`src/rtl/clk_div_sched.sv`:
```
// Runtime controller for the even-ratio clock divider: ratio handshake,
// glitch-free start/stop and ratio changes aligned to clk_out low boundaries.
module clk_div_sched #(
    parameter int CNT_W       = 8,
    parameter int DEFAULT_DIV = 6
) (
    input  logic             clk_in,
    input  logic             reset,
    input  logic             enable,
    input  logic             cfg_valid,
    input  logic [CNT_W-1:0] cfg_div,
    output logic             cfg_ready,
    output logic             clk_out,
    output logic             tick,
    output logic             active,
    output logic             cfg_err,
    output logic [CNT_W-1:0] div_cur
);

    typedef enum logic [1:0] {IDLE, RUN, PEND, STOP} state_t;

    state_t           state_q, state_d;
    logic [CNT_W-1:0] cnt_q, cnt_d;
    logic [CNT_W-1:0] half_q, half_d;
    logic [CNT_W-1:0] div_q, div_d;
    logic [CNT_W-1:0] pend_q, pend_d;
    logic             clk_q, clk_d;
    logic             tick_q, tick_d;
    logic             err_q, err_d;

    logic xfer, ok, wrap, fall;

    always_ff @(posedge clk_in) begin
        if (reset) begin
            state_q <= IDLE;
            cnt_q   <= '0;
            half_q  <= CNT_W'(DEFAULT_DIV / 2);
            div_q   <= CNT_W'(DEFAULT_DIV);
            pend_q  <= '0;
            clk_q   <= 1'b0;
            tick_q  <= 1'b0;
            err_q   <= 1'b0;
        end else begin
            state_q <= state_d;
            cnt_q   <= cnt_d;
            half_q  <= half_d;
            div_q   <= div_d;
            pend_q  <= pend_d;
            clk_q   <= clk_d;
            tick_q  <= tick_d;
            err_q   <= err_d;
        end
    end

    // The counter runs on half_q, which only reloads on a falling toggle
    // or in IDLE, so a ratio written during STOP cannot shorten a phase.
    always_comb begin
        state_d   = state_q;
        cnt_d     = cnt_q;
        half_d    = half_q;
        div_d     = div_q;
        pend_d    = pend_q;
        clk_d     = clk_q;
        tick_d    = 1'b0;
        err_d     = 1'b0;
        cfg_ready = (state_q != PEND);
        xfer      = cfg_valid & cfg_ready;
        ok        = ~cfg_div[0] & (|cfg_div[CNT_W-1:1]);
        wrap      = (cnt_q == half_q - CNT_W'(1));
        fall      = wrap & clk_q;

        if (xfer && !ok) err_d = 1'b1;

        if (state_q != IDLE) begin
            cnt_d = wrap ? '0 : cnt_q + CNT_W'(1);
            if (wrap) clk_d = ~clk_q;
            tick_d = wrap & ~clk_q;
            if (fall) half_d = div_q >> 1;
        end

        unique case (state_q)
            IDLE: begin
                clk_d = 1'b0;
                cnt_d = '0;
                if (xfer && ok) div_d = cfg_div;
                half_d = ((xfer && ok) ? cfg_div : div_q) >> 1;
                if (enable) state_d = RUN;
            end
            RUN: begin
                if (xfer && ok) begin
                    pend_d  = cfg_div;
                    state_d = PEND;
                end else if (!enable) begin
                    if (!clk_q || fall) begin
                        state_d = IDLE;
                        clk_d   = 1'b0;
                        cnt_d   = '0;
                        tick_d  = 1'b0;
                    end else begin
                        state_d = STOP;
                    end
                end
            end
            PEND: begin
                if (fall) begin
                    div_d   = pend_q;
                    half_d  = pend_q >> 1;
                    state_d = enable ? RUN : IDLE;
                end
            end
            STOP: begin
                if (xfer && ok) div_d = cfg_div;
                if (enable) state_d = RUN;
                else if (fall) state_d = IDLE;
            end
            default: state_d = IDLE;
        endcase
    end

    assign clk_out = clk_q;
    assign tick    = tick_q;
    assign cfg_err = err_q;
    assign active  = (state_q != IDLE);
    assign div_cur = div_q;

endmodule
```
`config.mk`:
```
export PLATFORM = sky130hd
export DESIGN_NAME = clk_div_sched
export DESIGN_NICKNAME = d
export VERILOG_FILES = /design/src/rtl/clk_div_sched.sv
export SDC_FILE = /design/constraint.sdc
export NUM_CORES = 1
export LEC_CHECK = 0
export BUFFER_PORTS_ARGS = -buffer_cell sky130_fd_sc_hd__buf_2
export CAP_MARGIN = 20
export CORE_AREA = 2 2 97 99
export CTS_CLUSTER_DIAMETER = 150
export DETAILED_ROUTE_END_ITERATION = 8
export DIE_AREA = 0 0 99 101
export HOLD_SLACK_MARGIN = 0.15
export SYNTH_ARGS = -nofsm -noshare
export SYNTH_HDL_FRONTEND = slang
export SYNTH_SLANG_ARGS = --single-unit
```
`constraint.sdc`:
```
create_clock -name clk_in -period 8.7 [get_ports clk_in]
set_input_delay 1.74 -clock clk_in [delete_from_list [all_inputs] [get_ports clk_in]]
set_output_delay 1.74 -clock clk_in [all_outputs]
set_load 0.005 [all_outputs]
```
==> run summary, run 1 <==
Worst Path Required -> 8930 ps
Metal1 wirelength -> 2642 um
Final TNS setup -> 0 ps
Minimum clock period -> 3835 ps
Worst setup path start -> cfg_div[0]
Layout fillers -> 965
Flop2flop setup slack -> 5100 ps
Post-route ant nets -> 0
TritonCTS Sinks -> 37
Placer Congestion -> 0.8026
Ys async rst share -> 0%
Clock Tree Buf Depth -> 2
Vias in the first global route -> 1,890
Postcts setup bufs -> 0
Period Utilization, post-route -> 44.08%
Clock-pin slew on the worst setup and hold paths -> 80 ps
Fmax achieved -> 260.8 MHz
Rows -> 35
H-tree depth -> 2
Syn Nets -> 282
Routed wire per std cell -> 13.82 um
Slew @ Worst Pin -> 898.5 ps
CTS tree -> built
Run status -> finished, final reports clean
Hold_buf cts -> 0
Number of placed I/O pins -> 25
Synth top area cells -> dfxtp_1, a21oi_1, ha_1
DR iter-0 viols -> 76
Post-synthesis cell type count -> 53
Final setup viols -> 0
Area grow syn2layout -> 12.70%
Die H -> 101 um
HP Class -> register to register
Initial antenna violation count -> 0
Cell taking the most area after synthesis -> dfxtp_1
DR WL met3 -> 175 um
Sequential area share after synthesis -> 33.71%
Crit-path cells -> buf_2 > nor3b_2 > a21bo_1 > a31oi_1 > nand3_1 > o21ai_1
Finished Core Util -> 27.58%
Yosys warnings -> 0
Overall routed net length -> 5375 um
HPWL after detailed placement -> 3851 um
Mapped Avg Cell Area -> 8.418 um^2
Maximum VDD drop -> 0.00008042 V
Largest net degree at the start of global routing -> 34
EDFF count, synth -> 0
Setup WS pre-CTS -> 4593 ps
Clock buffer count from CTS -> 5
Main synth FF type -> dfxtp_1
Critical Path Source Type -> primary input
Critical R2R Capture -> div_cur[2]$_SDFFE_PP1P_
Final hold viol count -> 0
Critical path data arrival time -> 4060 ps
Width of the die -> 99 um
First-pass GRT wire length -> 9156 um
Delay of the slowest critical-path stage -> 780 ps
Placed inst area -> 2394 um^2
Initial Utilization -> 24.47%
Final instance area -> 2476 um^2
Layout cells sized above 1 -> 14.75%
Top cells by count, synth -> dfxtp_1, a21oi_1, nor2_1, nand3_1, nand2_1
Antenna Cells -> 0
CP max FO -> 16
Count leader, synth -> dfxtp_1
RSZ-0062 raised after global routing -> false
Fin worst setup slack -> 4865 ps
CP max stage cell -> a31oi_1
Max Slew Vio Count -> 0
Nets -> 298
DR vias/cell -> 4.977
Via count -> 1,936
Pwr Density -> 179.6 nW/um^2
Crit. End Element -> register
Total core area -> 8977 um^2
Synth top area share -> 33.71%
Insertion delay to the later sink of the worst-skew pair -> 300 ps
IO Port Bufs -> 24
Top Layer Used -> met4
Hold slack -> 478.4 ps
Mapped Cells -> 261
Worst slew margin -> 39.82%
#FFs+latches synth -> 37
Post-route DRC -> 0
Cell Area, Synth -> 2197 um^2
CP Class -> primary input to register
Maxcap violations -> 0
Critical Path Sink -> cnt_q[1]$_SDFF_PP0_
Worst Skew -> 11.23 ps
Root buf cell -> clkbuf_8
DRT Pass-1 Iters -> 4
Total GRT Usage -> 11.06%
Pleak -> 0.9564 nW
# resized after CTS -> 0
Reg-to-reg critical path startpoint -> half_q[0]$_SDFF_PP1_
FF-to-FF path depth -> 11
Met2 routed WL -> 2514 um
GRT Residual Overflow -> 0
Area of the die -> 9999 um^2
[metrics by stage]
step	total power, mW	std cells
2_1_floorplan	0.2947	261
3_3_place_gp	0.3275	381
3_5_place_dp	0.3297	381
4_1_cts	0.4485	389
5_1_grt	0.4727	389
6_report	0.4448	389
[flip-flops by register name, summed over array words and instances, names as in the netlist]
| register | cells |
|---|---|
| half_q | 8 |
| cnt_q | 8 |
| div_cur | 8 |
| clk_out | 1 |
| tick | 1 |
| pend_q | 8 |
| state_q | 2 |
| cfg_err | 1 |
[how the worst min path moves through the flow]
stage / cells past startpoint / endpoint / slack (ps) / from
after detailed placement: 2 / pend_q[4]$_SDFFE_PP0P_ / 470 / pend_q[4]$_SDFFE_PP0P_
after global routing: 2 / pend_q[5]$_SDFFE_PP0P_ / 490 / pend_q[5]$_SDFFE_PP0P_
final: 2 / pend_q[5]$_SDFFE_PP0P_ / 480 / pend_q[5]$_SDFFE_PP0P_
after global placement: 2 / pend_q[7]$_SDFFE_PP0P_ / 450 / pend_q[7]$_SDFFE_PP0P_
after CTS: 2 / pend_q[5]$_SDFFE_PP0P_ / 480 / pend_q[5]$_SDFFE_PP0P_
after floorplan: 2 / pend_q[3]$_SDFFE_PP0P_ / 450 / pend_q[3]$_SDFFE_PP0P_
[where the power goes]
| part | switching [mW] | internal [mW] | leakage [nW] |
|---|---|---|---|
| clock network | 0.0626 | 0.0556 | 0.0450 |
| logic | 0.0802 | 0.0486 | 0.611 |
| registers | 0.0152 | 0.183 | 0.301 |
| total | 0.158 | 0.287 | 0.956 |
[worst max-delay path: cells and delay by family]
| kind | cells | cell delay [ps] |
|---|---|---|
| compound gates | 3 | 1350 |
| buf+inv | 1 | 110 |
| simple gates | 2 | 860 |
[final cells by class]
class / instances / area, um^2 / area share [%]
Clock buffer: 6 / 72.57 / 2.931
Multi-Input combinational cell: 199 / 1356 / 54.78
Sequential cell: 37 / 740.7 / 29.91
Clock inverter: 2 / 10.01 / 0.4042
Inverter: 10 / 37.54 / 1.516
Tap cell: 111 / 138.9 / 5.609
Timing Repair Buffer: 24 / 120.1 / 4.851
[placed cells by master, fill, tap and decap left out, types with 3 or more instances in the layout]
master,Yosys,layout
o21ai_0,8,8
nand3b_1,6,6
buf_2,2,24
o31ai_1,6,6
mux2i_1,11,11
dfxtp_1,37,37
clkbuf_8,0,5
xnor2_1,9,9
nand2_1,16,16
ha_1,9,9
a21oi_1,27,27
and2_1,3,3
inv_1,8,8
nand2b_1,6,6
and3_1,3,3
nand3_1,18,18
a22o_1,5,5
nor2_1,24,24
a21o_1,4,4
nand4_1,4,4
xor2_1,4,4
[cell families after synthesis]
| group | Yosys count | share of synthesized area (%) |
|---|---|---|
| simple gates | 95 | 23.80 |
| fa+ha+maj | 9 | 5.125 |
| compound gates | 71 | 22.61 |
| buf+inv | 25 | 4.556 |
| xor+xnor | 13 | 5.182 |
| mux | 11 | 5.012 |
| flops | 37 | 33.71 |
[routing by layer]
layer | global-route usage (%) | up-vias
li1 | - | 977
met1 | 14.88 | 919
met2 | 17.83 | 35
met3 | 2.011 | 5
met4 | 3.793 | 0
met5 | 0 | -
Note: power is estimated with default switching activity, not from simulation.
==> run 2: changes to the inputs <==
==> constraint.sdc (replaced) <==
create_clock -name clk_in -period 3.3 [get_ports clk_in]
set_input_delay 0.66 -clock clk_in [delete_from_list [all_inputs] [get_ports clk_in]]
set_output_delay 0.66 -clock clk_in [all_outputs]
set_load 0.005 [all_outputs]
==> run summary, run 2 (synthesis results as in run 1) <==
Pwr Total -> 1.331 mW (+200%)
Clock-pin slew on the worst setup and hold paths -> 80 ps (about the same)
Post-route DRC -> 0 (unchanged)
Worst Skew -> 5.803 ps (-5.431 ps)
Crit. End Element -> register
CP max FO -> 18 (+2)
Total core area -> 8977 um^2 (unchanged)
DR iter-0 viols -> 70 (-7.9%)
Critical R2R Capture -> half_q[0]$_SDFF_PP1_
Clock buffer count from CTS -> 5 (unchanged)
FF-to-FF path depth -> 12 (+1)
Min-Delay Path Depth -> 2 (unchanged)
Nets -> 301 (+1.0%)
Area grow syn2layout -> 16.34%
Final TNS setup -> 0 ps (unchanged)
Vias in the first global route -> 1,915 (+1.3%)
Insertion delay to the later sink of the worst-skew pair -> 290 ps (about the same)
Slew @ Worst Pin -> 717.5 ps (-181.0 ps)
Largest net degree at the start of global routing -> 34 (unchanged)
CP Class -> register to register
Via count -> 1,966 (+1.5%)
DRT Pass-1 Iters -> 4 (unchanged)
Period Utilization, post-route -> 91.24%
Layout cells sized above 1 -> 16.37% (+1.6 points)
IO Port Bufs -> 24 (unchanged)
Total GRT Usage -> 11.28% (+0.23 points)
DR vias/cell -> 5.015 (+0.77%)
GR Util met3 -> 2.150% (+0.14 points)
Rows -> 35 (unchanged)
Final hold viol count -> 0 (unchanged)
Die H -> 101 um (unchanged)
Pleak -> 0.9961 nW (+4.1%)
Worst slew margin -> 52.17% (+12 points)
Minimum clock period -> 3011 ps
Maxcap violations -> 0 (unchanged)
HP Start -> pend_q[3]$_SDFFE_PP0P_
Number of placed I/O pins -> 25 (unchanged)
Run status -> finished, final reports clean
Reg-to-reg critical path startpoint -> half_q[0]$_SDFF_PP1_
Post-route ant nets -> 0 (unchanged)
CTS tree -> built
Fmax achieved -> 332.1 MHz
Placer Congestion -> 0.8688 (+8.2%)
Initial Utilization -> 24.47% (unchanged)
Pwr Density -> 520.8 nW/um^2 (+190%)
Maximum VDD drop -> 0.0002087 V (+160%)
Clock Tree Buf Depth -> 2 (unchanged)
GR Util met2 -> 18.71% (+0.88 points)
Critical Path Source Type -> register
HP Class -> register to register
First-pass GRT wire length -> 9273 um (+1.3%)
Flop2flop setup slack -> 290 ps (-4810 ps)
Antenna Cells -> 0 (unchanged)
Max Slew Vio Count -> 0 (unchanged)
GRT Residual Overflow -> 0 (unchanged)
Routed wire per std cell -> 13.60 um (-1.6%)
Initial antenna violation count -> 0 (unchanged)
Most frequent cells in the layout -> dfxtp_1, a21oi_1, nor2_1, buf_2, nand3_1
Root buf cell -> clkbuf_8
GRT met1 Usage -> 14.80% (-0.075 points)
Worst Path Required -> 3460 ps (-5470 ps)
HPWL after detailed placement -> 3816 um (-0.91%)
RSZ-0062 raised after global routing -> false
Most common cell after layout, fill and taps aside -> dfxtp_1
Critical path data arrival time -> 3170 ps (-890 ps)
Final setup viols -> 0 (unchanged)
TritonCTS Sinks -> 37 (unchanged)
Overall routed net length -> 5330 um (-0.84%)
H-tree depth -> 2 (unchanged)
Width of the die -> 99 um (unchanged)
Gr busiest metal -> met2
Hold endpoint -> pend_q[3]$_SDFFE_PP0P_
Area of the die -> 9999 um^2 (unchanged)
==> run 2: changes by cell type in the layout (fill, tap and decap cells not counted), sizes merged <==
cell / delta
clkbuf: -1
clkinv: -1
bufinv: +2
buf: +3
==> run 2: power breakdown <==
part           switching, mW  internal, mW
Combinational          0.213         0.131
Sequential            0.0385         0.481
Clock                  0.167         0.300
Total                  0.419         0.912
==> run 2: per-stage QoR <==
stage | util [%] | instance area [um^2] | setup slack [ps] | std cells | hold WS [ps]
2_1_floorplan | - | 2197 | 448.0 | 261 | 448.3
3_3_place_gp | 26.91 | 2416 | 301.9 | 384 | 462.5
3_5_place_dp | 26.91 | 2416 | 166.2 | 384 | 464.4
4_1_cts | 28.40 | 2550 | 142.2 | 392 | 476.1
5_1_grt | 28.47 | 2556 | 57.66 | 392 | 494.8
6_report | 28.47 | 2556 | 289.2 | 392 | 475.9
==> run 2: metal layers <==
| metal | vias to the layer above | part of all wire, % |
|---|---|---|
| met4 | 0 | 1.1 |
| met5 | - | 0 |
| met3 | 7 | 4.9 |
| met1 | 927 | 47 |
| li1 | 982 | - |
| met2 | 50 | 47 |
==> run 2: area by class of cell <==
class,instances,area (um^2)
fillers,960,6421
inverters,10,37.54
well taps,111,138.9
clock buffers,5,68.82
flip-flops and latches,37,740.7
clock inverters,3,65.06
multi-input cells,199,1363
repair buffers,27,142.6
==> run 2: worst max-delay path by stage <==
| stage | from | to | slack [ps] | cells past startpoint |
|---|---|---|---|---|
| after CTS | half_q[0]$_SDFF_PP1_ | cnt_q[0]$_SDFF_PP0_ | 140 | 12 |
| after detailed placement | half_q[0]$_SDFF_PP1_ | cnt_q[1]$_SDFF_PP0_ | 170 | 12 |
| after floorplan | half_q[0]$_SDFF_PP1_ | div_cur[0]$_SDFFE_PP0P_ | 450 | 13 |
| after global routing | half_q[0]$_SDFF_PP1_ | cnt_q[0]$_SDFF_PP0_ | 60 | 12 |
| after global placement | half_q[0]$_SDFF_PP1_ | cnt_q[1]$_SDFF_PP0_ | 300 | 12 |
| final | half_q[0]$_SDFF_PP1_ | half_q[0]$_SDFF_PP1_ | 290 | 12 |
==> run 2: critical path: stages, from the launching register on <==
cell       delay [ps]
dfxtp_1           340
inv_1              90
ha_1              200
or3b_1            400
nor4_1            190
o2111ai_1         230
a211oi_2          410
ha_1              280
buf_4             230
nor2_1             90
a21o_1            150
a21oi_1           130
o221ai_1          140
==> run 2: what timing repair did <==
action                     4_1_cts  5_1_grt
setup endpoints to repair        0       10
resized for setup                0        1
hold buffers                     0        0
setup buffers                    0        0
==> run 3: changes to the inputs <==
==> constraint.sdc (replaced) <==
create_clock -name clk_in -period 3.15 [get_ports clk_in]
set_input_delay 0.63 -clock clk_in [delete_from_list [all_inputs] [get_ports clk_in]]
set_output_delay 0.63 -clock clk_in [all_outputs]
set_load 0.005 [all_outputs]
==> run summary, run 3 (synthesis results as in run 1) <==
Initial antenna violation count -> 0 (unchanged)
Final hold viol count -> 0 (unchanged)
Rows -> 35 (unchanged)
CP Class -> register to register
First-pass GRT wire length -> 9004 um (-2.9%)
Postcts setup bufs -> 0 (unchanged)
Fmax achieved -> 339.8 MHz (+2.3%)
Minimum clock period -> 2943 ps (-67.51 ps)
Total core area -> 8977 um^2 (unchanged)
Root buf cell -> clkbuf_8
DR iter-0 viols -> 113 (+61%)
Run status -> finished, final reports clean
Most common cell after layout, fill and taps aside -> dfxtp_1
Nets -> 304 (+1.0%)
Flop2flop setup slack -> 210 ps (-80 ps)
Delay of the slowest critical-path stage -> 400 ps (about the same)
Internal -> 0.9676 mW (+6.1%)
Crit-path cells -> inv_1 > ha_1 > or3b_1 > nor4_1 > o2111ai_2 > a211oi_2 > buf_4 > ha_1 > buf_6 > nor2_1 > a21o_1 > a21oi_1 > o221ai_1
Logic gate share of total power -> 26.7% (+0.9 points)
CTS tree -> built
Hold slack -> 473.4 ps (-2.417 ps)
Pwr Total -> 1.415 mW (+6.3%)
Insertion delay to the later sink of the worst-skew pair -> 290 ps (about the same)
Post-route ant nets -> 0 (unchanged)
Worst Path Required -> 3320 ps (-140 ps)
Area grow syn2layout -> 17.88%
Clock Tree Buf Depth -> 2 (unchanged)
Overall routed net length -> 5384 um (+1.0%)
FF-to-FF path depth -> 13 (+1)
HPWL after detailed placement -> 3832 um (+0.40%)
Max Slew Vio Count -> 0 (unchanged)
Switching Share -> 31.61% (+0.13 points)
Vias in the first global route -> 1,842 (-3.8%)
Area of the die -> 9999 um^2 (unchanged)
Placer Congestion -> 0.8702 (+0.16%)
Worst Skew -> 5.735 ps (-0.06822 ps)
Maxcap violations -> 0 (unchanged)
Largest net degree at the start of global routing -> 34 (unchanged)
Total GRT Usage -> 10.96% (-0.33 points)
Period Utilization, post-route -> 93.44% (+2.2 points)
Final setup viols -> 0 (unchanged)
Clock buffer count from CTS -> 5 (unchanged)
# resized after CTS -> 0 (unchanged)
Worst setup path start -> half_q[0]$_SDFF_PP1_
CP max FO -> 18 (unchanged)
Sequential share of power -> 38.5% (-0.5 points)
Non-Filler Instances -> 395 (+0.77%)
Switch Pwr -> 0.4472 mW (+6.7%)
Pleak -> 1.011 nW (+1.5%)
CP most frequent cell -> ha_1
TritonCTS Sinks -> 37 (unchanged)
Number of placed I/O pins -> 25 (unchanged)
GRT Residual Overflow -> 0 (unchanged)
Via count -> 2,008 (+2.1%)
Initial Utilization -> 24.47% (unchanged)
HP Class -> register to register
Reg-to-reg critical path startpoint -> half_q[0]$_SDFF_PP1_
Critical path data arrival time -> 3110 ps (-60 ps)
Slew @ Worst Pin -> 678.8 ps (-38.74 ps)
Layout cells sized above 1 -> 17.96% (+1.6 points)
Clock power share -> 34.8% (-0.3 points)
DR vias/cell -> 5.084 (+1.4%)
Routed wire per std cell -> 13.63 um (+0.25%)
Post-route DRC -> 0 (unchanged)
Die H -> 101 um (unchanged)
DP Cell Count -> 387 (+0.78%)
Width of the die -> 99 um (unchanged)
Most frequent cells in the layout -> dfxtp_1, a21oi_1, nor2_1, buf_2, nand3_1
Critical Path Sink -> half_q[1]$_SDFF_PP1_
Critical Path Source Type -> register
Critical R2R Capture -> half_q[1]$_SDFF_PP1_
Antenna Cells -> 0 (unchanged)
Worst slew margin -> 54.75% (+2.6 points)
CP max stage cell -> or3b_1
Pwr Density -> 546.2 nW/um^2 (+4.9%)
IO Port Bufs -> 24 (unchanged)
H-tree depth -> 2 (unchanged)
DRT Pass-1 Iters -> 5 (+1)
Crit. End Element -> register
Hold_buf cts -> 0 (unchanged)
Maximum VDD drop -> 0.0002726 V (+31%)
Clock-pin slew on the worst setup and hold paths -> 80 ps (about the same)
==> run 3: changes by cell type in the layout (fill, tap and decap cells not counted) <==
| cell | delta |
|---|---|
| a21o_2 | +1 |
| a21o_1 | -1 |
| buf_6 | +1 |
| buf_4 | +2 |
| o2111ai_1 | -1 |
| o2111ai_2 | +1 |
==> run 3: through the flow <==
step                      instance area, um^2  utilization (%)  setup slack [ps]  TNS [ps]
final                                    2590            28.85             206.7         0
after global routing                     2590            28.85            -31.75    -90.68
after CTS                                2572            28.66             82.83         0
after detailed placement                 2439            27.16             93.30         0
after global placement                   2439            27.16             215.3         0
after floorplan                          2197                -             298.0         0
==> run 3: area by class of cell <==
type | count | area, um^2
Fill cell | 951 | 6387
Clock inverter | 3 | 65.06
Inverter | 10 | 37.54
Sequential cell | 37 | 740.7
Timing Repair Buffer | 30 | 168.9
Tap cell | 111 | 138.9
Multi-Input combinational cell | 199 | 1370
Clock buffer | 5 | 68.82
==> run 3: power by group through the flow <==
stage	combinational [mW]	clock (mW)	sequential, mW
after global routing	0.422	0.523	0.551
after floorplan	0.269	0	0.545
final	0.377	0.493	0.545
after global placement	0.365	0	0.553
after detailed placement	0.369	0	0.556
after CTS	0.370	0.502	0.545
==> run 3: worst max-delay path: cells and delay by family (launching register included) <==
kind                     cells  cell delay (ps)
AO/OA/AOI/OAI                5              850
adder cells (fa/ha/maj)      2              400
flip-flops                   1              350
AND/OR/NAND/NOR              3              750
buffers and inverters        3              460
==> run 3: layer usage <==
metal  track usage (%)  up-vias  share of wire (%)
li1                  -      996                  -
met1             15.17      959                 47
met2             17.46       49                 48
met3             2.150        4                4.3
met4             2.845        0               0.69
met5                 0        -                  0
==> run 3: how the worst min path moves through the flow <==
stage | cells past startpoint | start | to
6_report | 2 | pend_q[3]$_SDFFE_PP0P_ | pend_q[3]$_SDFFE_PP0P_
2_1_floorplan | 2 | pend_q[3]$_SDFFE_PP0P_ | pend_q[3]$_SDFFE_PP0P_
3_5_place_dp | 2 | pend_q[4]$_SDFFE_PP0P_ | pend_q[4]$_SDFFE_PP0P_
5_1_grt | 2 | pend_q[3]$_SDFFE_PP0P_ | pend_q[3]$_SDFFE_PP0P_
3_3_place_gp | 2 | pend_q[6]$_SDFFE_PP0P_ | pend_q[6]$_SDFFE_PP0P_
4_1_cts | 2 | pend_q[3]$_SDFFE_PP0P_ | pend_q[3]$_SDFFE_PP0P_
